<file path="config.mk">
export PLATFORM = sky130hd
export DESIGN_NAME = rom_rd_arbiter
export DESIGN_NICKNAME = d
export VERILOG_FILES = /design/src/rtl/rom_rd_arbiter.sv
export SDC_FILE = /design/constraint.sdc
export NUM_CORES = 1
export LEC_CHECK = 0
export BUFFER_PORTS_ARGS = -buffer_cell sky130_fd_sc_hd__buf_4
export CAP_MARGIN = 20
export CORE_MARGIN = 2
export CORE_UTILIZATION = 35
export DETAILED_ROUTE_END_ITERATION = 7
export PLACE_DENSITY_LB_ADDON = 0.12
export SETUP_SLACK_MARGIN = 0.3
export SYNTH_ARGS = -nofsm -noshare
export SYNTH_HDL_FRONTEND = slang
export SYNTH_SLANG_ARGS = --single-unit
</file>
<file path="constraint.sdc">
create_clock -name clk -period 7.3 [get_ports clk]
set_clock_uncertainty 0.05 [all_clocks]
set_input_delay 1.095 -clock clk [delete_from_list [all_inputs] [get_ports clk]]
set_output_delay 1.095 -clock clk [all_outputs]
set_load 0.01 [all_outputs]
</file>
<file path="src/rtl/rom_rd_arbiter.sv">
// rtl/rom_rd_arbiter.sv - round-robin read arbiter sharing one synchronous ROM among NREQ requesters
// Optional per-requester grant counters enabled by defining ROM_RD_ARB_STATS_EN.
module rom_rd_arbiter #(
  parameter int WIDTH = 8,
  parameter int DEPTH = 16,
  parameter int NREQ  = 4
) (
  input  logic                        clk,
  input  logic                        rst,
  input  logic [NREQ-1:0]             req,
  input  logic [NREQ*$clog2(DEPTH)-1:0] req_addr,
  output logic [NREQ-1:0]             gnt,
  output logic [$clog2(DEPTH)-1:0]    rom_addr,
  output logic                        rom_en,
  input  logic [WIDTH-1:0]            rom_data,
  output logic [NREQ-1:0]             rsp_valid,
  output logic [WIDTH-1:0]            rsp_data,
  output logic [NREQ*16-1:0]          grant_cnt
);

  localparam int DEPTH_LOG = $clog2(DEPTH);
  localparam int PTR_W     = $clog2(NREQ);

  logic [PTR_W-1:0] ptr;
  logic [PTR_W-1:0] gnt_idx;
  logic [NREQ-1:0]  tag;
  logic             found;
  int               idx;

  // Search starts one past the last winner so every active requester gets its turn.
  always_comb begin
    gnt     = '0;
    gnt_idx = '0;
    found   = 1'b0;
    idx     = 0;
    if (!rst) begin
      for (int k = 1; k <= NREQ; k++) begin
        idx = (int'(ptr) + k) % NREQ;
        if (!found && req[idx]) begin
          found        = 1'b1;
          gnt[idx]     = 1'b1;
          gnt_idx      = idx[PTR_W-1:0];
        end
      end
    end
  end

  always_ff @(posedge clk) begin
    if (rst) begin
      ptr       <= PTR_W'(NREQ - 1);
      rom_addr  <= '0;
      rom_en    <= 1'b0;
      tag       <= '0;
      rsp_valid <= '0;
    end else begin
      if (found) begin
        ptr      <= gnt_idx;
        rom_addr <= req_addr[gnt_idx*DEPTH_LOG +: DEPTH_LOG];
      end
      rom_en    <= found;
      tag       <= gnt;
      rsp_valid <= tag;
    end
  end

  assign rsp_data = rom_data;

`ifdef ROM_RD_ARB_STATS_EN
  logic [15:0] cnt [NREQ];

  always_ff @(posedge clk) begin
    for (int i = 0; i < NREQ; i++) begin
      if (rst)
        cnt[i] <= '0;
      else if (gnt[i] && cnt[i] != 16'hFFFF)
        cnt[i] <= cnt[i] + 16'd1;
    end
  end

  for (genvar g = 0; g < NREQ; g++) begin : g_cnt
    assign grant_cnt[g*16 +: 16] = cnt[g];
  end
`else
  assign grant_cnt = '0;
`endif

endmodule
</file>
==> results of run 1 <==
[where the power goes]
group | leakage, µW | internal [µW] | switching [µW]
Combinational | 0.000719 | 194 | 211
Clock | 0.0000255 | 37.8 | 32.3
Sequential | 0.000124 | 116 | 37.7
[worst max path at each step]
stage,start,to,slack (ns),depth (start not counted)
finish,ptr[0],gnt[1],2.79,9
global placement,ptr[0],gnt[2],3.06,9
floorplan,ptr[0],gnt[0],3.60,10
global route,ptr[0],gnt[2],2.45,9
CTS,ptr[0],gnt[1],2.77,9
detailed placement,ptr[0],gnt[1],3.05,9
[cell type report]
class,instances,area (µm²),area share
Clock inverter,1,5.005,0.002892
Multi-Input combinational cell,164,1037,0.5994
Clock buffer,3,41.29,0.02386
Tap cell,67,83.83,0.04845
Timing Repair Buffer,34,255.2,0.1475
Inverter,2,7.507,0.004338
Sequential cell,15,300.3,0.1735
[sequential cells by signal, summed over array words and instances, names as in the netlist]
| name | count |
|---|---|
| rom_addr | 4 |
| rsp_valid | 4 |
| tag | 4 |
| ptr | 2 |
| rom_en | 1 |
[placed cells by master, fill, tap and decap left out]
| cell | n |
|---|---|
| sky130_fd_sc_hd__o32ai_1 | 1 |
| sky130_fd_sc_hd__nand2b_1 | 1 |
| sky130_fd_sc_hd__a22oi_2 | 4 |
| sky130_fd_sc_hd__nor2b_1 | 7 |
| sky130_fd_sc_hd__clkbuf_8 | 3 |
| sky130_fd_sc_hd__o31ai_1 | 1 |
| sky130_fd_sc_hd__clkinv_2 | 1 |
| sky130_fd_sc_hd__a31oi_1 | 2 |
| sky130_fd_sc_hd__nand2_1 | 1 |
| sky130_fd_sc_hd__a22oi_1 | 4 |
| sky130_fd_sc_hd__o21ai_1 | 1 |
| sky130_fd_sc_hd__o211a_1 | 1 |
| sky130_fd_sc_hd__mux2i_1 | 14 |
| sky130_fd_sc_hd__conb_1 | 64 |
| sky130_fd_sc_hd__nor3_1 | 1 |
| sky130_fd_sc_hd__dfxtp_1 | 15 |
| sky130_fd_sc_hd__o211ai_1 | 5 |
| sky130_fd_sc_hd__ha_1 | 8 |
| sky130_fd_sc_hd__or2b_1 | 1 |
| sky130_fd_sc_hd__a221oi_1 | 4 |
| sky130_fd_sc_hd__mux4_1 | 1 |
| sky130_fd_sc_hd__a21oi_1 | 2 |
| sky130_fd_sc_hd__inv_1 | 2 |
| sky130_fd_sc_hd__or2_4 | 2 |
| sky130_fd_sc_hd__buf_4 | 34 |
| sky130_fd_sc_hd__o21ai_0 | 2 |
| sky130_fd_sc_hd__mux4_2 | 3 |
| sky130_fd_sc_hd__nor2_1 | 23 |
| sky130_fd_sc_hd__a21o_1 | 1 |
| sky130_fd_sc_hd__and3_4 | 1 |
| sky130_fd_sc_hd__or3_1 | 8 |
| sky130_fd_sc_hd__and2b_1 | 1 |
[routing by layer]
metal / GRT usage / share of wire / wire length (µm) / vias up
met5: 0 / 0 / 0 / -
met2: 0.1825 / 0.50 / 1557 / 51
li1: - / - / - / 584
met3: 0.02168 / 0.065 / 201 / 0
met4: 0.01190 / 0 / 0 / 0
met1: 0.1445 / 0.43 / 1325 / 546
[worst max-delay path, cell delays in order, from the launching register on]
cell                       delay [ns]
sky130_fd_sc_hd__dfxtp_1         0.77
sky130_fd_sc_hd__inv_1           0.30
sky130_fd_sc_hd__ha_1            0.51
sky130_fd_sc_hd__mux4_2          0.59
sky130_fd_sc_hd__nor2b_1         0.20
sky130_fd_sc_hd__a22oi_1         0.15
sky130_fd_sc_hd__nor2_1          0.05
sky130_fd_sc_hd__a221oi_1        0.30
sky130_fd_sc_hd__nor2_1          0.08
sky130_fd_sc_hd__buf_4           0.15
[cells by family (layout without fill, tap and decap cells)]
kind of cell,after synthesis,in the layout,share of synthesized area
DFF,15,15,0.1738
muxes,18,18,0.1354
buffers and inverters,85,40,0.3628
adders and majority gates,8,8,0.05793
AOI/OAI and AO/OA,28,28,0.1296
and+or+nand+nor,46,46,0.1383
other,1,64,0.002170
[metrics by stage]
stage	cell area [µm²]	worst slack (ns)	instances	hold slack (ns)
finish	1730	2.793	286	0.3848
detailed placement	1684	3.049	282	0.3704
CTS	1730	2.773	286	0.3871
floorplan	1964	3.601	264	0.3638
global route	1730	2.446	286	0.4111
global placement	1684	3.060	282	0.3656
==> impl_summary.txt, run 1 <==
----------------------------------------------------
[Critical path]
  CP Capture Type ... output pin
  Number of cells on the worst reg-to-reg path ... 8
  Reg2Reg Capture Point ... rom_addr[0]
  Register-to-Register Setup Slack ... 3.62 ns
  Start of the worst register-to-register path ... ptr[0]
  Type of element launching the critical path ... register
  Worst Setup Path Type ... reg2out
  Arrival @ worst endpoint ... 3.36 ns
  Maximum fanout encountered on the critical timing path ... 17
  Required time at the worst-slack endpoint ... 6.15 ns

[Final layout]
  Ratio of cells with drive above 1 in the final layout ... 0.2192
  Layout Utilization ... 0.3639
  Fill cell count ... 508
  Ant. Diodes ... 0
  Final nets ... approximately 260
  Synthesis-to-layout area growth ... 0.1449%

[Run status]
  Status ... completed

[GRT]
  Pin count of the biggest net entering global routing ... 22
  First-pass GRT wire length ... 4712 µm
  Overflow left after global routing ... 0
  Via count of the first global-routing pass ... 966
  Total Routing Usage GR ... 0.1068
  Number of antenna violations at the first check in global routing ... 0

[Clock tree]
  CTS root buf ... sky130_fd_sc_hd__clkbuf_8
  Number of buffers created by CTS ... 3
  Clock transition time at the flip-flop clock pins of the worst setup and hold paths ... 0.07 ns
  Post-CTS Repair Setup Buffers ... 0
  CTS Sinks ... 15
  Cts repair resizes ... 0
  Maximum number of buffers from clock root to sink ... 2
  TritonCTS clock tree ... yes
  Hold-fix buffer count after cts ... 0
  H-Tree Depth ... 1
  Clock latency of the later-clocked register in the worst-skew pair ... 0.25 ns

[Synthesis]
  Most used DFF post-synth ... sky130_fd_sc_hd__dfxtp_1
  Cell type with the highest aggregate area in the netlist ... sky130_fd_sc_hd__buf_4
  Asr flop ratio synth ... 0
  Warnings from Yosys ... 0
  Top cells by area in the synthesized netlist ... sky130_fd_sc_hd__buf_4, sky130_fd_sc_hd__dfxtp_1, sky130_fd_sc_hd__mux2i_1, sky130_fd_sc_hd__ha_1, sky130_fd_sc_hd__nor2_1
  Leading cell type by number of instances after synthesis ... sky130_fd_sc_hd__buf_4
  Avg Synthesized Cell Area ... 8.597 µm²
  Synth top area share ... 0.3259
  List of most frequent post-synthesis cells ... sky130_fd_sc_hd__buf_4, sky130_fd_sc_hd__nor2_1, sky130_fd_sc_hd__dfxtp_1, sky130_fd_sc_hd__mux2i_1
  Sequential fraction of the synthesis area ... 0.1738
  Register bit total from synthesis ... 15
  Distinct cell type count of the synthesized netlist ... 33
  Post-Synthesis Cell Area ... 1728 µm²
  Mapped Cells ... 201
  EDFF count, synth ... 0

[Hold path]
  Instance count along the most critical hold path ... 1
  Min-Delay Startpoint ... tag[2]
  End point of the worst hold path ... rsp_valid[2]
  Worst min-delay path class ... reg2reg

[Floorplan]
  Initial Util ... 0.3634
  Ports placed on the boundary ... ~120
  Area of the core ... 4755 µm²
  Cell Rows ... 25
  Die width ... approximately 74 µm
  Die Height ... 74.26 µm
  Die Outline Area ... roughly 5500 µm²

[STA]
  Final setup violating endpoints ... 0
  Setup repair after global routing missed its margin ... no
  Final clock period utilization by the worst path ... 0.6174
  Maximum clock rate ... around 220 MHz
  Relative slew slack ... 0.4404
  Final critical-path required period ... 4.507 ns
  Setup TNS ... 0 ns
  Number of pins exceeding their max-slew limit in the final report ... 0
  Actual slew at the worst max-slew pin ... 0.8323 ns
  Hold violation total from the final report ... 0

[Route]
  Detail-routed via count per cell ... 4.129
  Avg WL per Cell ... 10.78 µm
  Number of DRC markers after the initial detailed-route iteration ... 48
  Residual antenna-violating net count after detailed routing ... 0
  Count of vias placed by the detailed router ... 1181
  Number of search-and-repair iterations in the first detailed-routing pass ... 4
  Final Routed Wirelength ... 3084 µm
  DR DRC count ... 0

[Power and ir drop]
  Power density normalized to cell area ... 363.4 nW/µm²
  Pwr Total ... 628.8 µW
  Leakage ... 0.0008686 µW
  Worst-case vdd ir drop ... ~0.14 mV

[Placement]
  GP Congestion ... 0.7664
  Number of I/O port buffers ... 34
  Sum of net half-perimeters after detailed placement ... 2435 µm

[Flow run]
  Maximum capacitance violations ... 0

----------------------------------------------------
Power figures use the tool's default switching activity.
==> inputs of run 2 (changes only) <==
Clock period 7.3 ns to 3.69 ns, I/O delays scaled along.
==> run 2 against run 1 <==
  * Sequential power grew 68%
  * Final cell count up 1.0%
  * Count of clock-buffer cells in the layout stayed put
  * Via count grew 0.34%
  * Total power grew 110%
  * Highest routed layer unchanged
==> impl_summary.txt, run 2 (synthesized netlist as in run 1, its figures left out) <==
----------------------------------------------------
[STA]
  Final clock period utilization by the worst path ... 0.8643
  Actual slew at the worst max-slew pin ... 0.5660 ns
  Number of pins exceeding their max-slew limit in the final report ... 0
  Relative slew slack ... 0.6209
  Maximum clock rate ... 313.5 MHz
  Setup TNS ... 0 ns
  Hold violation total from the final report ... 0
  Setup repair after global routing missed its margin ... no
  Final critical-path required period ... 3.189 ns
  Final setup violating endpoints ... 0

[Critical path]
  Cell Chain, Critical Path ... inv_1, ha_4, mux4_2, nor2b_1, a22oi_1, nor2_1, a221oi_1, nor2_1, buf_4
  Maximum fanout encountered on the critical timing path ... 8
  Arrival @ worst endpoint ... 2.59 ns
  Worst Setup Path Type ... reg2out
  Library cell appearing most often on the critical path ... sky130_fd_sc_hd__nor2_1
  CP Capture Type ... output pin
  Type of element launching the critical path ... register
  Critical path's largest stage delay ... 0.56 ns
  Required time at the worst-slack endpoint ... about 3.1 ns
  CP max stage cell ... sky130_fd_sc_hd__mux4_2

[Final layout]
  Commonest non-fill, non-tap cell in the layout ... sky130_fd_sc_hd__conb_1
  Ant. Diodes ... 0
  Final nets ... about 260
  Fin cells ... 289
  Synthesis-to-layout area growth ... 2.897%
  Biggest registers after layout ... rom_addr (4), rsp_valid (4), tag (4)
  Ratio of cells with drive above 1 in the final layout ... 0.2432
  Fill cell count ... between 500 and 600
  Top library cells by usage in the layout, fill and taps aside ... sky130_fd_sc_hd__conb_1, sky130_fd_sc_hd__buf_4, sky130_fd_sc_hd__nor2_1
  Area of all placed cells without fillers ... 1778 µm²

[Route]
  Final Routed Wirelength ... ~3200 µm
  Number of search-and-repair iterations in the first detailed-routing pass ... 4
  Residual antenna-violating net count after detailed routing ... 0
  DR DRC count ... 0
  Count of vias placed by the detailed router ... 1185
  Avg WL per Cell ... 10.95 µm
  Number of DRC markers after the initial detailed-route iteration ... 21
  Detail-routed via count per cell ... 4.100

[Power and ir drop]
  Internal cell power ... 732.8 µW
  Leakage ... ~0.0009 µW
  Switching component of the power ... 580.1 µW
  Switching Fraction ... 0.4418
  Share of power burned in registers ... 0.195
  Worst-case vdd ir drop ... 0.2116 mV
  Power density normalized to cell area ... 738.4 nW/µm²
  Part of the power in the clock network ... 0.104
  Pwr Total ... 1313 µW
  Logic gate share of total power ... 0.700

[Placement]
  Cell Count Post-Placement ... 285
  Number of I/O port buffers ... 34
  GP Congestion ... 0.7460
  Sum of net half-perimeters after detailed placement ... 2406 µm
  Instance area after placement ... 1707 µm²

[Floorplan]
  Cell Rows ... 25
  Ports placed on the boundary ... between 100 and 150
  Die width ... 74.26 µm
  Initial Util ... 0.3634
  Die Outline Area ... 5515 µm²
  Die Height ... 74.26 µm
  Area of the core ... roughly 4800 µm²

[GRT]
  Number of antenna violations at the first check in global routing ... 0
  Overflow left after global routing ... 0
  Pin count of the biggest net entering global routing ... 22
  Via count of the first global-routing pass ... 937
  Total Routing Usage GR ... 0.1058
  First-pass GRT wire length ... 4629 µm

[Clock tree]
  Clock latency of the later-clocked register in the worst-skew pair ... 0.25 ns
  CTS Sinks ... 15
  H-Tree Depth ... 1
  TritonCTS clock tree ... yes
  Maximum number of buffers from clock root to sink ... 2
  CTS root buf ... sky130_fd_sc_hd__clkbuf_8
  Clock transition time at the flip-flop clock pins of the worst setup and hold paths ... about 0.070 ns
  Number of buffers created by CTS ... 3

[Flow run]
  Maximum capacitance violations ... 0

[Hold path]
  Worst min-delay path class ... reg2reg

[Run status]
  Status ... completed

----------------------------------------------------
==> run 2: cell types whose count changed in the layout (fill, tap and decap cells not counted), sizes merged <==
cell	before	now
buf	34	37
==> run 2: final timing paths <==
path,startpoint,endpoint,slack [ns],cells past startpoint
hold / removal,tag[2],rsp_valid[2],0.38,1
setup / recovery,ptr[0],gnt[1],0.50,9
setup reg to reg,ptr[0],rom_addr[3],0.93,8
hold reg to reg,tag[2],rsp_valid[2],0.38,1
==> run 2: area by class of cell <==
cell class | instances | area [µm²] | area share
multi-input combinational | 164 | 1062 | 0.5975
sequential | 15 | 300.3 | 0.1689
timing repair buffer | 37 | 277.8 | 0.1562
tap | 67 | 83.83 | 0.04715
clock buffer | 3 | 41.29 | 0.02322
inverter | 2 | 7.507 | 0.004222
clock inverter | 1 | 5.005 | 0.002815
==> run 2: power groups by stage <==
stage | clock network, µW | logic [µW] | registers [µW]
after detailed placement | 0 | 880 | 260
after floorplan | 0 | 720 | 289
after global routing | 149 | 1010 | 265
after global placement | 0 | 888 | 260
final | 137 | 919 | 257
after CTS | 143 | 882 | 256
==> run 2: per-layer routing <==
metal | vias to the layer above | part of all wire | global-route usage
li1 | 592 | - | -
met1 | 537 | 0.44 | 0.1464
met2 | 56 | 0.50 | 0.1736
met3 | 0 | 0.064 | 0.02981
met4 | 0 | 0 | 0.005952
met5 | - | 0 | 0
==> run 2: critical path, delay by kind of cell, from the launching register on <==
| family | cells | cell delay [ns] |
|---|---|---|
| flip-flops | 1 | 0.33 |
| adder cells (fa/ha/maj) | 1 | 0.36 |
| AND/OR/NAND/NOR | 3 | 0.34 |
| buffers and inverters | 2 | 0.30 |
| AO/OA/AOI/OAI | 2 | 0.45 |
| multiplexers | 1 | 0.56 |
==> run 2: metrics by stage <==
step / hold slack, ns / setup WS, ns / utilization
global placement: 0.3655 / 0.6294 / 0.3589
global route: 0.3971 / 0.3358 / 0.3739
finish: 0.3835 / 0.5007 / 0.3739
detailed placement: 0.3704 / 0.6032 / 0.3589
floorplan: 0.3638 / 0.5326 / -
CTS: 0.3866 / 0.3198 / 0.3687
==> run 2: what timing repair did <==
action                     in CTS  in global routing
hold buffers                    0                  0
gates resized for setup         0                  4
setup buffers                   0                  0
setup endpoints to repair       0                  4
==> inputs of run 3 (changes only) <==
Settings changed: BUFFER_PORTS_ARGS -buffer_cell sky130_fd_sc_hd__buf_4 to default, DONT_BUFFER_PORTS from default to 1, REMOVE_ABC_BUFFERS from default to 1.
==> run 3 against run 2 <==
  * Combinational power down 17%
  * Global-route usage down 0.59 points
  * Via count down 7.7%
  * Flip-flop and latch count unchanged
  * Fmax up 0.55%
  * Utilization down 5.7 points
  * Critical path depth down 1
  * Routed wire length down 4.6%
  * Worst setup slack better by 0.017 ns
  * Worst hold slack worse by 0.062 ns
  * Clock power down 4%
  * Final cell count down 12%
  * Critical path type unchanged
==> impl_summary.txt, run 3 (synthesized netlist as in run 1, its figures left out) <==
----------------------------------------------------
[Run status]
  Status ... completed

[STA]
  Final critical-path required period ... between 3 and 4 ns
  Final setup violating endpoints ... 0
  Hold violation total from the final report ... 0
  Relative slew slack ... 0.5869
  Maximum clock rate ... 315.3 MHz
  Smallest setup slack after layout ... between 0.5 and 0.6 ns
  Number of pins exceeding their max-slew limit in the final report ... 0
  Setup repair after global routing missed its margin ... no
  Setup TNS ... 0 ns
  Final clock period utilization by the worst path ... 0.8596
  Actual slew at the worst max-slew pin ... a little over 0.6 ns

[Clock tree]
  Hold-fix buffer count after cts ... 0
  CTS Sinks ... 15
  Clock transition time at the flip-flop clock pins of the worst setup and hold paths ... 0.06 ns
  Cts repair resizes ... 0
  Clock latency of the later-clocked register in the worst-skew pair ... 0.24 ns
  CTS root buf ... sky130_fd_sc_hd__clkbuf_8
  H-Tree Depth ... 1
  Post-CTS Repair Setup Buffers ... 0
  Maximum number of buffers from clock root to sink ... 2
  TritonCTS clock tree ... yes
  Number of buffers created by CTS ... 3

[Critical path]
  Required time at the worst-slack endpoint ... 3.09 ns
  Library cell appearing most often on the critical path ... sky130_fd_sc_hd__nor2_1
  Start of the worst register-to-register path ... ptr[0]
  Maximum fanout encountered on the critical timing path ... 8
  Type of element launching the critical path ... register
  Critical path's largest stage delay ... 0.57 ns
  Critical path buffers and inverters ... 1
  Number of cells on the worst reg-to-reg path ... 8
  Reg2Reg Capture Point ... rom_addr[2]
  Worst Setup Path Type ... reg2out
  CP max stage cell ... sky130_fd_sc_hd__mux4_2
  Cell Chain, Critical Path ... inv_1, ha_2, mux4_2, nor2b_1, a22oi_1, nor2_1, a221oi_1, nor2_1
  Arrival @ worst endpoint ... ~2.6 ns
  Crit path max-delay family ... multiplexers
  CP Capture Type ... output pin
  Register-to-Register Setup Slack ... 0.81 ns

[GRT]
  Pin count of the biggest net entering global routing ... 22
  Via count of the first global-routing pass ... 882
  First-pass GRT wire length ... 4298 µm
  Total Routing Usage GR ... 0.09986
  Overflow left after global routing ... 0
  Number of antenna violations at the first check in global routing ... 0

[Final layout]
  Synthesis-to-layout area growth ... -12.89%
  Fin cells ... 255
  Ratio of cells with drive above 1 in the final layout ... 0.09574
  Commonest non-fill, non-tap cell in the layout ... sky130_fd_sc_hd__conb_1
  Area of all placed cells without fillers ... 1505 µm²
  Layout Utilization ... 0.3166
  Ant. Diodes ... 0
  Biggest registers after layout ... rom_addr (4), rsp_valid (4), tag (4)
  Top library cells by usage in the layout, fill and taps aside ... sky130_fd_sc_hd__conb_1, sky130_fd_sc_hd__nor2_1, sky130_fd_sc_hd__dfxtp_1
  Final nets ... 227

[Route]
  Number of DRC markers after the initial detailed-route iteration ... 63
  Detail-routed via count per cell ... ~4.3
  DR DRC count ... 0
  Avg WL per Cell ... between 10 and 15 µm
  Final Routed Wirelength ... just over 3000 µm
  Count of vias placed by the detailed router ... 1094
  Number of search-and-repair iterations in the first detailed-routing pass ... 4
  Residual antenna-violating net count after detailed routing ... 0

[Power and ir drop]
  Leakage ... 0.0007118 µW
  Power density normalized to cell area ... 779.6 nW/µm²
  Worst-case vdd ir drop ... 0.1892 mV

[Placement]
  Post-Place Worst Slack ... about 0.73 ns
  Sum of net half-perimeters after detailed placement ... about 2400 µm
  Cell Count Post-Placement ... 251
  GP Congestion ... around 0.79
  Instance area after placement ... 1451 µm²
  Number of I/O port buffers ... 0

[Hold path]
  End point of the worst hold path ... rsp_valid[1]
  Min-Delay Startpoint ... rst
  Worst min-delay path class ... in2reg
  Instance count along the most critical hold path ... 1

[Floorplan]
  Cell Rows ... 25
  Area of the core ... 4755 µm²
  Ports placed on the boundary ... 115
  Die Height ... 74.26 µm
  Initial Util ... 0.3634
  Die width ... 74.26 µm
  Die Outline Area ... roughly 5500 µm²

[Flow run]
  Maximum capacitance violations ... 0

----------------------------------------------------
[run 3: cell types whose count changed in the layout (fill, tap and decap cells not counted)]
cell and delta:
sky130_fd_sc_hd__a221oi_1 +1, sky130_fd_sc_hd__ha_2 +1, sky130_fd_sc_hd__clkbuf_1 +1, sky130_fd_sc_hd__ha_4 -1, sky130_fd_sc_hd__buf_4 -34, sky130_fd_sc_hd__a221oi_2 -1, sky130_fd_sc_hd__clkinv_2 -1
[run 3: how the worst max path moves through the flow]
stage	startpoint	to	slack [ns]	depth (start not counted)
floorplan	ptr[0]	gnt[0]	0.45	8
global placement	ptr[0]	gnt[3]	0.76	8
detailed placement	ptr[0]	gnt[2]	0.73	8
CTS	ptr[0]	gnt[2]	0.45	8
global route	ptr[0]	gnt[0]	0.34	8
finish	ptr[0]	gnt[3]	0.52	8
[run 3: stage by stage]
| step | power, µW | hold slack, ns |
|---|---|---|
| final | 1173 | 0.3215 |
| after CTS | 1174 | 0.3165 |
| after global placement | 1034 | 0.3745 |
| after global routing | 1281 | 0.3100 |
| after floorplan | 886.4 | 0.3638 |
| after detailed placement | 1036 | 0.3785 |
[run 3: cell type report]
type                       count  area (µm²)
inverter                       2       7.507
timing repair buffer           3       22.52
tap                           67       83.83
sequential                    15       300.3
fill                         524        3249
multi-input combinational    164        1046
clock buffer                   4       45.04
[run 3: worst register-to-register path: stages, from the launching register on]
cell and delay [ns]:
sky130_fd_sc_hd__dfxtp_1 0.32, sky130_fd_sc_hd__inv_1 0.13, sky130_fd_sc_hd__ha_2 0.44, sky130_fd_sc_hd__mux4_2 0.57, sky130_fd_sc_hd__nand2b_1 0.19, sky130_fd_sc_hd__a21o_1 0.16
sky130_fd_sc_hd__a31oi_1 0.49, sky130_fd_sc_hd__and3_4 0.33, sky130_fd_sc_hd__a22oi_2 0.08
[run 3: report_power, final]
part,switching [µW],internal [µW]
logic,427,336
registers,49.6,229
clock network,56.0,76.3
[run 3: layer usage]
metal,routed length (µm),part of all wire,track usage,up-vias
li1,-,-,-,524
met1,1226,0.41,0.1222,488
met2,1382,0.46,0.1617,78
met3,371,0.12,0.04065,4
met4,38,0.013,0.02976,0
met5,0,0,0,-
